<file path="src/rtl/instr_fetch_if.sv">
// Fetch-stage bundle: PC handshake, imem request/response
// and the instruction queue head toward decode.
interface instr_fetch_if;
  logic [31:0] pc;
  logic        pc_en;
  logic        redirect;
  logic        imem_req;
  logic [31:0] imem_addr;
  logic        imem_rvalid;
  logic [31:0] imem_rdata;
  logic        instr_valid;
  logic [31:0] instr;
  logic [31:0] instr_pc;
  logic        instr_fault;
  logic        instr_ready;

  modport master (
    input  pc,
    input  redirect,
    input  imem_rvalid,
    input  imem_rdata,
    input  instr_ready,
    output pc_en,
    output imem_req,
    output imem_addr,
    output instr_valid,
    output instr,
    output instr_pc,
    output instr_fault
  );

  modport slave (
    output pc,
    output redirect,
    output imem_rvalid,
    output imem_rdata,
    output instr_ready,
    input  pc_en,
    input  imem_req,
    input  imem_addr,
    input  instr_valid,
    input  instr,
    input  instr_pc,
    input  instr_fault
  );
endinterface

</file>
<file path="src/rtl/instr_fetch.sv">
// Instruction fetch: one-outstanding imem request, tagged
// responses queued in a small FIFO toward decode.
module instr_fetch #(
  parameter int DEPTH = 2
) (
  input logic           clk,
  input logic           reset,
  instr_fetch_if.master bus
);

  localparam int AW = (DEPTH > 1) ? $clog2(DEPTH) : 1;
  localparam int CW = $clog2(DEPTH) + 1;
  localparam logic [CW-1:0] FULL = CW'(DEPTH);
  localparam logic [CW-1:0] LOW  = CW'(DEPTH - 2);

  typedef enum logic [1:0] {
    S_IDLE,
    S_WAIT,
    S_DRAIN,
    S_HALT
  } state_t;

  state_t state_q, state_d;

  logic [31:0] pc_q, pc_d;
  logic [AW-1:0] wr_q, rd_q;
  logic [CW-1:0] cnt_q;

  logic [31:0] mem_ins [DEPTH];
  logic [31:0] mem_pc  [DEPTH];
  logic [DEPTH-1:0] mem_flt;

  logic        misal;
  logic        rvalid;
  logic        req;
  logic        enq;
  logic        deq;
  logic        flush;
  logic [31:0] enq_pc;
  logic [31:0] enq_ins;
  logic        enq_flt;
  logic        head_vld;

  assign misal    = |bus.pc[1:0];
  assign rvalid   = bus.imem_rvalid;
  assign head_vld = (cnt_q != '0);

  always_comb begin
    state_d = state_q;
    pc_d    = pc_q;
    req     = 1'b0;
    enq     = 1'b0;
    flush   = 1'b0;
    enq_pc  = pc_q;
    enq_ins = bus.imem_rdata;
    enq_flt = 1'b0;
    if (!reset) begin
      if (bus.redirect) begin
        flush = 1'b1;
        case (state_q)
          S_WAIT:  state_d = rvalid ? S_IDLE : S_DRAIN;
          S_DRAIN: state_d = rvalid ? S_IDLE : S_DRAIN;
          S_HALT:  state_d = S_IDLE;
          default: state_d = S_IDLE;
        endcase
      end else begin
        case (state_q)
          S_IDLE: begin
            if (cnt_q < FULL) begin
              if (misal) begin
                enq     = 1'b1;
                enq_pc  = bus.pc;
                enq_ins = 32'h0;
                enq_flt = 1'b1;
                state_d = S_HALT;
              end else begin
                req     = 1'b1;
                pc_d    = bus.pc;
                state_d = S_WAIT;
              end
            end
          end
          S_WAIT: begin
            if (rvalid) begin
              enq     = 1'b1;
              state_d = S_IDLE;
              // a misaligned pc here is left for IDLE to fault on
              if (cnt_q <= LOW && !misal) begin
                req     = 1'b1;
                pc_d    = bus.pc;
                state_d = S_WAIT;
              end
            end
          end
          S_DRAIN: begin
            if (rvalid) state_d = S_IDLE;
          end
          default: state_d = S_HALT;
        endcase
      end
    end
  end

  assign deq = head_vld && bus.instr_ready && !flush;

  always_ff @(posedge clk) begin
    if (reset) begin
      state_q <= S_IDLE;
      pc_q    <= '0;
      wr_q    <= '0;
      rd_q    <= '0;
      cnt_q   <= '0;
      mem_flt <= '0;
      for (int i = 0; i < DEPTH; i++) begin
        mem_ins[i] <= '0;
        mem_pc[i]  <= '0;
      end
    end else begin
      state_q <= state_d;
      pc_q    <= pc_d;
      if (flush) begin
        wr_q  <= '0;
        rd_q  <= '0;
        cnt_q <= '0;
      end else begin
        if (enq) begin
          mem_ins[wr_q] <= enq_ins;
          mem_pc[wr_q]  <= enq_pc;
          mem_flt[wr_q] <= enq_flt;
          wr_q          <= wr_q + AW'(1);
        end
        if (deq) rd_q <= rd_q + AW'(1);
        case ({enq, deq})
          2'b10:   cnt_q <= cnt_q + CW'(1);
          2'b01:   cnt_q <= cnt_q - CW'(1);
          default: cnt_q <= cnt_q;
        endcase
      end
    end
  end

  assign bus.imem_req    = req;
  assign bus.pc_en       = req;
  assign bus.imem_addr   = bus.pc;
  assign bus.instr_valid = head_vld;
  assign bus.instr       = mem_ins[rd_q];
  assign bus.instr_pc    = mem_pc[rd_q];
  assign bus.instr_fault = mem_flt[rd_q];

endmodule

</file>
<file path="src/flat_wrapper.sv">
// flat-port wrapper written by rule: the top's interface ports become plain ports
module instr_fetch_flat 
#(
  parameter int DEPTH = 2
)
  (clk, reset, bus_pc, bus_redirect, bus_imem_rvalid, bus_imem_rdata, bus_instr_ready, bus_pc_en, bus_imem_req, bus_imem_addr, bus_instr_valid, bus_instr, bus_instr_pc, bus_instr_fault);
  instr_fetch_if bus_i ();
  input logic clk;
  input logic reset;
  input wire logic [$bits(bus_i.pc)-1:0] bus_pc;
  input wire logic [$bits(bus_i.redirect)-1:0] bus_redirect;
  input wire logic [$bits(bus_i.imem_rvalid)-1:0] bus_imem_rvalid;
  input wire logic [$bits(bus_i.imem_rdata)-1:0] bus_imem_rdata;
  input wire logic [$bits(bus_i.instr_ready)-1:0] bus_instr_ready;
  output wire logic [$bits(bus_i.pc_en)-1:0] bus_pc_en;
  output wire logic [$bits(bus_i.imem_req)-1:0] bus_imem_req;
  output wire logic [$bits(bus_i.imem_addr)-1:0] bus_imem_addr;
  output wire logic [$bits(bus_i.instr_valid)-1:0] bus_instr_valid;
  output wire logic [$bits(bus_i.instr)-1:0] bus_instr;
  output wire logic [$bits(bus_i.instr_pc)-1:0] bus_instr_pc;
  output wire logic [$bits(bus_i.instr_fault)-1:0] bus_instr_fault;
  assign bus_i.pc = bus_pc;
  assign bus_i.redirect = bus_redirect;
  assign bus_i.imem_rvalid = bus_imem_rvalid;
  assign bus_i.imem_rdata = bus_imem_rdata;
  assign bus_i.instr_ready = bus_instr_ready;
  assign bus_pc_en = bus_i.pc_en;
  assign bus_imem_req = bus_i.imem_req;
  assign bus_imem_addr = bus_i.imem_addr;
  assign bus_instr_valid = bus_i.instr_valid;
  assign bus_instr = bus_i.instr;
  assign bus_instr_pc = bus_i.instr_pc;
  assign bus_instr_fault = bus_i.instr_fault;
  instr_fetch #(.DEPTH(DEPTH)) u_core (.clk(clk), .reset(reset), .bus(bus_i));
endmodule
</file>
<file path="config.mk">
export PLATFORM = sky130hd
export DESIGN_NAME = instr_fetch_flat
export DESIGN_NICKNAME = d
export VERILOG_FILES = /design/src/rtl/instr_fetch_if.sv /design/src/rtl/instr_fetch.sv /design/src/flat_wrapper.sv
export SDC_FILE = /design/constraint.sdc
export NUM_CORES = 1
export LEC_CHECK = 0
export BUFFER_PORTS_ARGS = -buffer_cell sky130_fd_sc_hd__buf_2
export CORE_ASPECT_RATIO = 1.2
export CORE_UTILIZATION = 59
export CTS_BUF_LIST = sky130_fd_sc_hd__clkbuf_16
export DETAILED_ROUTE_END_ITERATION = 16
export PLACE_DENSITY = 0.95
export SYNTH_ARGS = -nofsm -noshare
export SYNTH_HDL_FRONTEND = slang
export SYNTH_SLANG_ARGS = --single-unit
</file>
<file path="constraint.sdc">
create_clock -name clk -period 6.1 [get_ports clk]
set_input_delay 0.305 -clock clk [delete_from_list [all_inputs] [get_ports clk]]
set_output_delay 0.305 -clock clk [all_outputs]
set_load 0.02 [all_outputs]
</file>
==> flow_summary.json, run 1 <==
{
  "cts_hold_buffers": 0,
  "avgSynthCellArea_um2": 12.5,
  "path_depth": 7,
  "grt_max_degree": 66,
  "mostFrequentLayoutCells": "168 x buf_2, 128 x edfxtp_1, 72 x nor2_1",
  "relSlewSlack_pct": 25.8,
  "cts-htree-levels": 4,
  "cts_setup_buffers": 0,
  "numCtsBuffers": 17,
  "antenna_cells": 0,
  "synth_nets": 693,
  "hold_start": "bus_pc[15]",
  "slowest_delay_ns": 0.88,
  "grt_pass1_wl_um": 24400,
  "synth_cell_types": 39,
  "die-area_mm2": 0.0136,
  "r2r_setup_slack_ns": 3.07,
  "rows": 45,
  "seq_area_frac_synth_pct": 60.2,
  "vias_per_cell": 5.42,
  "async_reset_ff_share_pct": 0,
  "reg2reg_depth": 7,
  "synth_flop_cell": "edfxtp_1",
  "place_congestion": 0.917,
  "start_util_pct": 60.9,
  "syn_to_final_growth_pct": 16.6,
  "grt_use_total_pct": 23.8,
  "crit_required_ns": 6.25,
  "cp-end-kind": "flip-flop",
  "synth-seq-cells": 169,
  "path_class": "flip-flop to flip-flop",
  "dp_hpwl_um": 10300,
  "drive_gt1_share_pct": 37.2,
  "netlist_instances": 619,
  "path_max_fanout": 19,
  "io_buffers": 168,
  "worstReg2RegEnd": "u_core.mem_pc[1][20]",
  "cts.repair.resized": 0,
  "clkTransAtPathRegs_ns": 0.07,
  "power.total_uw": 2640,
  "dr_total_vias": 4993,
  "final_common_cell": "buf_2",
  "tns_ns": 0,
  "antenna_found_initial": 0,
  "clock-sinks": 169,
  "clkLatencyLatePin_ns": 0.42,
  "grt.overflow.total": 0,
  "drc": 0,
  "path_delay_family": "simple AND/OR/NAND/NOR gates",
  "cts_tree": "built",
  "path_cells": "inv_1, ha_1, o21ai_1, nor3_4, buf_4, mux2i_1, nor2_1",
  "tightest_slew_ns": 1.11,
  "synth-simple-area-share_pct": 13.8,
  "synth_top_family_by_area": "multiplexers",
  "cp_slowest_cell": "nor3_4",
  "crit_end": "u_core.mem_pc[1][20]",
  "postPlaceCellArea_mm2": 0.00846,
  "status": "completed",
  "synth-compound-area-share_pct": 1.74,
  "netlist_area_mm2": 0.00775,
  "powerDensity_mw_per_mm2": 292,
  "hp-class": "primary input to flip-flop",
  "cts_root_buffer": "clkbuf_16",
  "reg2reg_from": "u_core.state_q[0]",
  "totalWireLength_um": 15800,
  "coreArea_mm2": 0.0127,
  "rsz0062_at_grt": "no",
  "die_y_um": 128,
  "cp-startpoint": "u_core.state_q[0]",
  "grt_pass1_vias": 5139,
  "synth_edf_count": 128,
  "finalSetupViolCount": 0,
  "first_iter_violations": 276,
  "synth_top_area_share_pct": 49.6,
  "synth_fa_ha_area_share_pct": 0.807,
  "max-vdd-ir-drop_mv": 0.167,
  "design_area_mm2": 0.00903,
  "worst-path-buf-inv": 2,
  "ys_warn_count": 0,
  "timing.final.crit_period_ns": 3.03,
  "clock_skew_ns": 0.00785,
  "ctsLongestPathBuffers": 2,
  "arrival_ns": 3.18,
  "synth_xor_area_share_pct": 0.339,
  "antenna_left": 0,
  "holdWs_ns": 0.145,
  "drt_first_pass_iters": 5,
  "hold_viol": 0,
  "synthMuxAreaShare_pct": 17.6,
  "fin_crit_sh_pct": 49.6,
  "drv_cap": 0,
  "fmax_mhz": 330,
  "maxSlewViolCount": 0,
  "yosysTopAreaCell": "edfxtp_1",
  "wire_per_inst_um": 17.2,
  "yosys-top-cells-area": "edfxtp_1 50%, dfxtp_1 11%, mux2_2 9.4%",
  "nNetsFinal": 819,
  "startpoint_type": "flip-flop",
  "num_io_pins": 169,
  "die_w_um": 107,
  "leakagePower_uw": 0.00361
}
per-layer routing:
metal	global-route usage [%]	routed length, um	share of wire, %	vias up
met5	0	0	0	-
met4	12.8	422	2.7	0
met3	4.64	878	5.5	29
met2	44.8	8660	55	190
met1	24.5	5870	37	2408
li1	-	-	-	2366
flip-flops by register name, summed over array words and instances (netlist names), named ones only:
signal,count
u_core.cnt_q,2
u_core.mem_pc,64
u_core.state_q,2
u_core.wr_q,1
u_core.pc_q,32
u_core.rd_q,1
u_core.mem_ins,64
u_core.mem_flt,2
power by group:
group | switching (uW) | internal (uW) | leakage, uW
clock | 439 | 562 | 0.000272
combinational | 202 | 116 | 0.00167
sequential | 20.7 | 1300 | 0.00166
total | 662 | 1980 | 0.00361
cell families (layout without fill, tap and decap cells):
kind of cell	after synthesis	count (layout)
xor+xnor	3	3
fa+ha+maj	5	5
buf+inv	73	212
simple gates	222	222
mux	128	128
compound gates	19	19
flops	169	169
synth_stat cells, types with 2 or more instances:
library cell    n
ha_1            5
buf_2           3
xor2_1          2
clkbuf_1       26
edfxtp_1      128
mux2_2         65
nor2_1         72
dfxtp_1        41
nand2_1        69
inv_1           5
o21ai_0         5
buf_6           2
a21oi_1         4
nor3_1          2
mux2i_1        62
nor4_2          3
and2_1         64
buf_4          37
a21boi_0        2
nor3b_1         2
o21ai_1         2
cell type report:
type	instances	area [um^2]
inverters	5	18.8
multi-input cells	377	2690
fillers	897	3690
well taps	164	205
repair buffers	175	901
clock inverters	15	126
flip-flops and latches	169	4670
clock buffers	17	425
tightest hold or removal path, delay by kind of cell:
kind / cells / cell delay, ns
muxes: 1 / 0.05
buffers and inverters: 1 / 0.11
and+or+nand+nor: 1 / 0.05
through the flow:
step / utilization, % / setup slack (ns) / instances
final: 71.0 / 3.07 / 922
after global routing: 71.0 / 2.89 / 922
after CTS: 70.8 / 3.11 / 920
after detailed placement: 66.5 / 3.10 / 888
after global placement: 66.5 / 3.34 / 888
after floorplan: - / 2.70 / 619
worst min path at each step:
stage | slack [ns] | depth (start not counted) | end
detailed placement | 0.45 | 2 | u_core.pc_q[17]
global placement | 0.44 | 2 | u_core.pc_q[31]
floorplan | 0.38 | 1 | u_core.pc_q[0]
CTS | 0.14 | 3 | u_core.pc_q[17]
finish | 0.15 | 3 | u_core.pc_q[15]
global route | 0.16 | 3 | u_core.pc_q[18]
No activity file was read; power rests on OpenSTA's default activity.
==> inputs of run 2 (changes only) <==
--- a/config.mk
+++ b/config.mk
@@ -7,10 +7,10 @@
 export LEC_CHECK = 0
 export BUFFER_PORTS_ARGS = -buffer_cell sky130_fd_sc_hd__buf_2
 export CORE_ASPECT_RATIO = 1.2
-export CORE_UTILIZATION = 59
+export CORE_UTILIZATION = 55
 export CTS_BUF_LIST = sky130_fd_sc_hd__clkbuf_16
 export DETAILED_ROUTE_END_ITERATION = 16
-export PLACE_DENSITY = 0.95
+export PLACE_DENSITY = 0.9
 export SYNTH_ARGS = -nofsm -noshare
 export SYNTH_HDL_FRONTEND = slang
 export SYNTH_SLANG_ARGS = --single-unit
==> constraint.sdc (replaced) <==
create_clock -name clk -period 3.05 [get_ports clk]
set_input_delay 0.1525 -clock clk [delete_from_list [all_inputs] [get_ports clk]]
set_output_delay 0.1525 -clock clk [all_outputs]
set_load 0.02 [all_outputs]
==> flow_summary.json, run 2 (synthesized netlist as in run 1, its figures left out) <==
{
  "clock_skew_ns": 0.0144,
  "clockPowerShare_pct": 40.5,
  "hold-path-endpoint": "u_core.pc_q[23]",
  "rsz0062_at_grt": "no",
  "grt_pass1_vias": 5072,
  "status": "completed",
  "reg2reg_depth": 7,
  "grt_pass1_wl_um": 24100,
  "mostFrequentLayoutCells": "168 x buf_2, 128 x edfxtp_1, 72 x nor2_1",
  "antenna_cells": 0,
  "post-route-util_pct": 67.0,
  "grt.overflow.total": 0,
  "crit_required_ns": 3.09,
  "drt_first_pass_iters": 4,
  "die-area_mm2": 0.0146,
  "fillers": 1002,
  "relSlewSlack_pct": 50.5,
  "numCtsBuffers": 17,
  "tightest_slew_ns": 0.735,
  "ctsLongestPathBuffers": 2,
  "cp-end-kind": "flip-flop",
  "antenna_left": 0,
  "grt_use_total_pct": 21.7,
  "powerDensity_mw_per_mm2": 598,
  "fmax_mhz": 428,
  "r2r_setup_slack_ns": 0.71,
  "die_w_um": 110,
  "largestRegisters": "u_core.mem_ins x64, u_core.mem_pc x64, u_core.pc_q x32",
  "whs_path_depth": 3,
  "dp_hpwl_um": 10300,
  "rows": 47,
  "path_class": "flip-flop to flip-flop",
  "p_switching_uw": 1350,
  "hold_start": "bus_pc[23]",
  "finalSetupViolCount": 0,
  "cts_setup_buffers": 0,
  "first_iter_violations": 291,
  "wire_per_inst_um": 16.2,
  "dr_total_vias": 4955,
  "vias_per_cell": 5.28,
  "clkLatencyLatePin_ns": 0.41,
  "clkTransAtPathRegs_ns": 0.07,
  "final_common_cell": "buf_2",
  "path_max_fanout": 36,
  "grt_max_degree": 65,
  "cts-htree-levels": 4,
  "totalWireLength_um": 15200,
  "start_util_pct": 56.3,
  "drc": 0,
  "maxSlewViolCount": 0,
  "cts_root_buffer": "clkbuf_16",
  "startpoint_type": "flip-flop",
  "leakagePower_uw": 0.00370,
  "reg2reg_from": "u_core.state_q[0]",
  "switching_share_pct": 24.4,
  "cts_tree": "built",
  "clock-sinks": 169,
  "num_io_pins": 169,
  "arrival_ns": 2.38,
  "p_int_uw": 4170,
  "nNetsFinal": 828,
  "hold_viol": 0,
  "pwr-share-seq_pct": 47.8,
  "fin_crit_sh_pct": 76.7,
  "place_congestion": 0.835,
  "drv_cap": 0,
  "p_comb_share_pct": 11.7,
  "tns_ns": 0,
  "io_buffers": 168,
  "worstReg2RegEnd": "u_core.mem_ins[0][1]",
  "drive_gt1_share_pct": 37.4,
  "syn_to_final_growth_pct": 19.0,
  "timing.final.crit_period_ns": 2.34,
  "antenna_found_initial": 2,
  "die_y_um": 132,
  "hp-class": "primary input to flip-flop",
  "coreArea_mm2": 0.0138,
  "max-vdd-ir-drop_mv": 0.377
}
-- run 2: cell count changes in the layout (fill, tap and decap cells not counted), moves of 2 or more --
| cell | previous run | this run |
|---|---|---|
| buf_4 | 5 | 9 |
| dlygate4sd3_1 | 0 | 4 |
| buf_12 | 0 | 3 |
| clkinv_2 | 3 | 0 |
| inv_6 | 3 | 6 |
| buf_6 | 2 | 0 |
| clkbuf_16 | 17 | 19 |
| clkinvlp_4 | 2 | 0 |
-- run 2: layer usage --
metal	track usage, %	routed length (um)	share of wire [%]	vias up
met2	38.2	8050	53	157
met3	4.30	800	5.3	24
met4	8.77	291	1.9	4
li1	-	-	-	2385
met5	0	22	0.14	-
met1	25.5	6060	40	2385
-- run 2: final cells by class --
| cell class | instances | area, um^2 | share of cell area (%) |
|---|---|---|---|
| well taps | 171 | 214 | 2.32 |
| inverters | 5 | 18.8 | 0.204 |
| flip-flops and latches | 169 | 4670 | 50.6 |
| clock buffers | 19 | 475 | 5.16 |
| repair buffers | 184 | 1010 | 10.9 |
| multi-input cells | 377 | 2690 | 29.1 |
| clock inverters | 13 | 151 | 1.64 |
-- run 2: worst max-delay path by stage --
stage / from / endpoint / slack [ns] / cells after the start
2_1_floorplan: u_core.state_q[0] / u_core.mem_ins[0][0] / 0.28 / 8
3_3_place_gp: u_core.state_q[0] / u_core.mem_pc[1][22] / 0.85 / 7
3_5_place_dp: u_core.state_q[0] / u_core.mem_pc[1][23] / 0.77 / 7
4_1_cts: u_core.state_q[0] / u_core.mem_ins[0][5] / 0.74 / 7
5_1_grt: u_core.state_q[1] / u_core.mem_pc[1][31] / 0.53 / 7
6_report: u_core.state_q[0] / u_core.mem_ins[0][1] / 0.71 / 7
-- run 2: critical path: stages (launching register included) --
cell and delay [ns]:
dfxtp_1 0.34, inv_1 0.10, ha_1 0.31, o21ai_1 0.22, o21ai_1 0.28, nand3_1 0.19, nand2_4 0.11, buf_4 0.42
-- run 2: what timing repair did --
item                      in CTS  in global routing
hold endpoints to repair       4                  0
resized for setup              0                  0
hold buffers                   4                  0
-- run 2: power groups by stage --
| stage | registers [uW] | logic, uW | clock network, uW |
|---|---|---|---|
| 6_report | 2640 | 647 | 2230 |
| 5_1_grt | 2650 | 699 | 2350 |
| 4_1_cts | 2640 | 652 | 2270 |
| 3_5_place_dp | 2690 | 644 | 0 |
| 3_3_place_gp | 2680 | 626 | 0 |
| 2_1_floorplan | 2670 | 450 | 0 |
-- run 2: through the flow --
stage	hold slack [ns]	instance area (um^2)	power (uW)	setup WS (ns)	cells
after floorplan	0.229	7750	3120	0.276	619
after global placement	0.418	8550	3300	0.851	902
after global routing	0.00988	9220	5700	0.526	938
final	0.0107	9220	5520	0.711	938
after CTS	0.000552	9220	5560	0.742	938
after detailed placement	0.429	8550	3330	0.765	902
==> inputs of run 3 (changes only) <==
==> constraint.sdc (replaced) <==
create_clock -name clk -period 2.4 [get_ports clk]
set_input_delay 0.12 -clock clk [delete_from_list [all_inputs] [get_ports clk]]
set_output_delay 0.12 -clock clk [all_outputs]
set_load 0.02 [all_outputs]
==> flow_summary.json, run 3 (synthesized netlist as in run 1, its figures left out) <==
{
  "start_util_pct": 56.3,
  "ctsLongestPathBuffers": 2,
  "antenna_found_initial": 0,
  "die_y_um": 132,
  "finalSetupViolCount": 0,
  "busiest_layer": "met2",
  "cts-htree-levels": 4,
  "antenna_left": 0,
  "grt_pass1_vias": 5544,
  "slowest_delay_ns": 0.35,
  "die_w_um": 110,
  "hold_viol": 0,
  "totalWireLength_um": 18000,
  "syn_to_final_growth_pct": 27.3,
  "numCtsBuffers": 17,
  "io_buffers": 168,
  "drv_cap": 0,
  "max-vdd-ir-drop_mv": 0.543,
  "num_io_pins": 169,
  "rows": 47,
  "status": "completed",
  "use_met3_pct": 4.15,
  "path_max_fanout": 14,
  "clock-sinks": 169,
  "wire_per_inst_um": 18.0,
  "drive_gt1_share_pct": 35.8,
  "largestRegisters": "u_core.mem_ins x64, u_core.mem_pc x64, u_core.pc_q x32",
  "first_iter_violations": 307,
  "place_worst_setup_slack_ns": -0.246,
  "powerDensity_mw_per_mm2": 699,
  "vias_per_cell": 5.47,
  "dr_total_vias": 5471,
  "startpoint_type": "flip-flop",
  "path_cells": "inv_1, ha_2, o21ai_1, buf_4, nor3_4, buf_4, mux2i_1, nor2_1",
  "hp-class": "primary input to flip-flop",
  "postPlaceCellArea_mm2": 0.00857,
  "cp_slowest_cell": "dfxtp_1",
  "path_delay_family": "buffers and inverters",
  "antenna_cells": 0,
  "setup_ws_ns": 0.112,
  "drt_first_pass_iters": 5,
  "maxSlewViolCount": 0,
  "use_met2_pct": 43.1,
  "cp-end-kind": "flip-flop",
  "grt_pass1_wl_um": 26900,
  "grt_use_total_pct": 24.5,
  "cts_root_buffer": "clkbuf_16",
  "nNetsFinal": 890,
  "met1_usage_pct": 27.7,
  "final_common_cell": "buf_2",
  "holdWs_ns": 0.0144,
  "clock_skew_ns": 0.00821,
  "tightest_slew_ns": 0.536,
  "fmax_mhz": 437,
  "cts_tree": "built",
  "dp_hpwl_um": 10600,
  "die-area_mm2": 0.0146,
  "coreArea_mm2": 0.0138,
  "drc": 0,
  "place_congestion": 0.827,
  "timing.final.crit_period_ns": 2.29,
  "clkTransAtPathRegs_ns": 0.06,
  "power.total_uw": 6900,
  "relSlewSlack_pct": 64.3,
  "fin_crit_sh_pct": 95.3,
  "worst-path-buf-inv": 3,
  "design_area_mm2": 0.00987,
  "clkLatencyLatePin_ns": 0.42,
  "cp_common_cell": "buf_4",
  "path_class": "flip-flop to flip-flop",
  "leakagePower_uw": 0.00396,
  "grt_max_degree": 65,
  "grt.overflow.total": 0,
  "mostFrequentLayoutCells": "168 x buf_2, 128 x edfxtp_1, 72 x nor2_1",
  "crit_required_ns": 2.55,
  "arrival_ns": 2.44
}
==> run 3: cell types whose count changed in the layout (fill, tap and decap cells not counted), sizes merged <==
cell,before,now
inv,14,10
bufinv,2,1
dlygate4sd3,4,56
nor4,3,5
clkinv,2,6
clkinvlp,0,1
buf,180,187
clkbuf,19,20
==> run 3: final cells by class <==
class | instances | area, um^2
clock inverter | 13 | 85.1
inverter | 5 | 18.8
multi-input combinational | 379 | 2750
timing repair buffer | 244 | 1660
clock buffer | 19 | 475
tap | 171 | 214
fill | 939 | 3890
sequential | 169 | 4670
==> run 3: worst register-to-register path: cells and delay by family (launching register included) <==
| family | cells | cell delay (ns) |
|---|---|---|
| flops | 1 | 0.35 |
| fa+ha+maj | 1 | 0.25 |
| compound gates | 1 | 0.14 |
| buf+inv | 3 | 0.63 |
| simple gates | 2 | 0.34 |
| mux | 1 | 0.32 |
==> run 3: power breakdown <==
part | total [uW] | internal, uW | leakage [uW] | switching, uW
sequential | 3360 | 3300 | 0.00166 | 54.0
clock | 2580 | 1520 | 0.000291 | 1060
combinational | 962 | 393 | 0.00201 | 569
==> run 3: what timing repair did <==
item                                    in CTS  in global routing
cloned                                       0                  3
endpoints found under the setup margin      64                224
hold buffers                                55                  1
endpoints found under the hold margin       63                  1
gates resized for setup                      3                  5
pin swaps                                   42                  6
setup buffers                                0                  7
==> run 3: metal layers <==
layer  vias up  routed length, um
met1      2645               6980
met4         0                651
met3        55                909
met5         -                  0
li1       2516                  -
met2       255               9440
==> run 3: path summary, 6_finish.rpt <==
kind | slack, ns | startpoint | depth (start not counted) | end
worst min-delay path | 0.01 | bus_imem_rdata[12] | 2 | u_core.mem_ins[0][12]
worst min register to register | 0.46 | u_core.pc_q[19] | 2 | u_core.pc_q[19]
worst max register to register | 0.11 | u_core.state_q[1] | 8 | u_core.mem_pc[0][27]
worst max-delay path | 0.11 | u_core.state_q[1] | 8 | u_core.mem_pc[0][27]
==> run 3: stage by stage <==
step,utilization [%],instances,TNS (ns)
floorplan,-,619,0
global placement,62.3,902,-0.0129
detailed placement,62.3,902,-13.67
CTS,70.4,989,-8.66
global route,71.7,1000,-0.00185
finish,71.7,1000,0
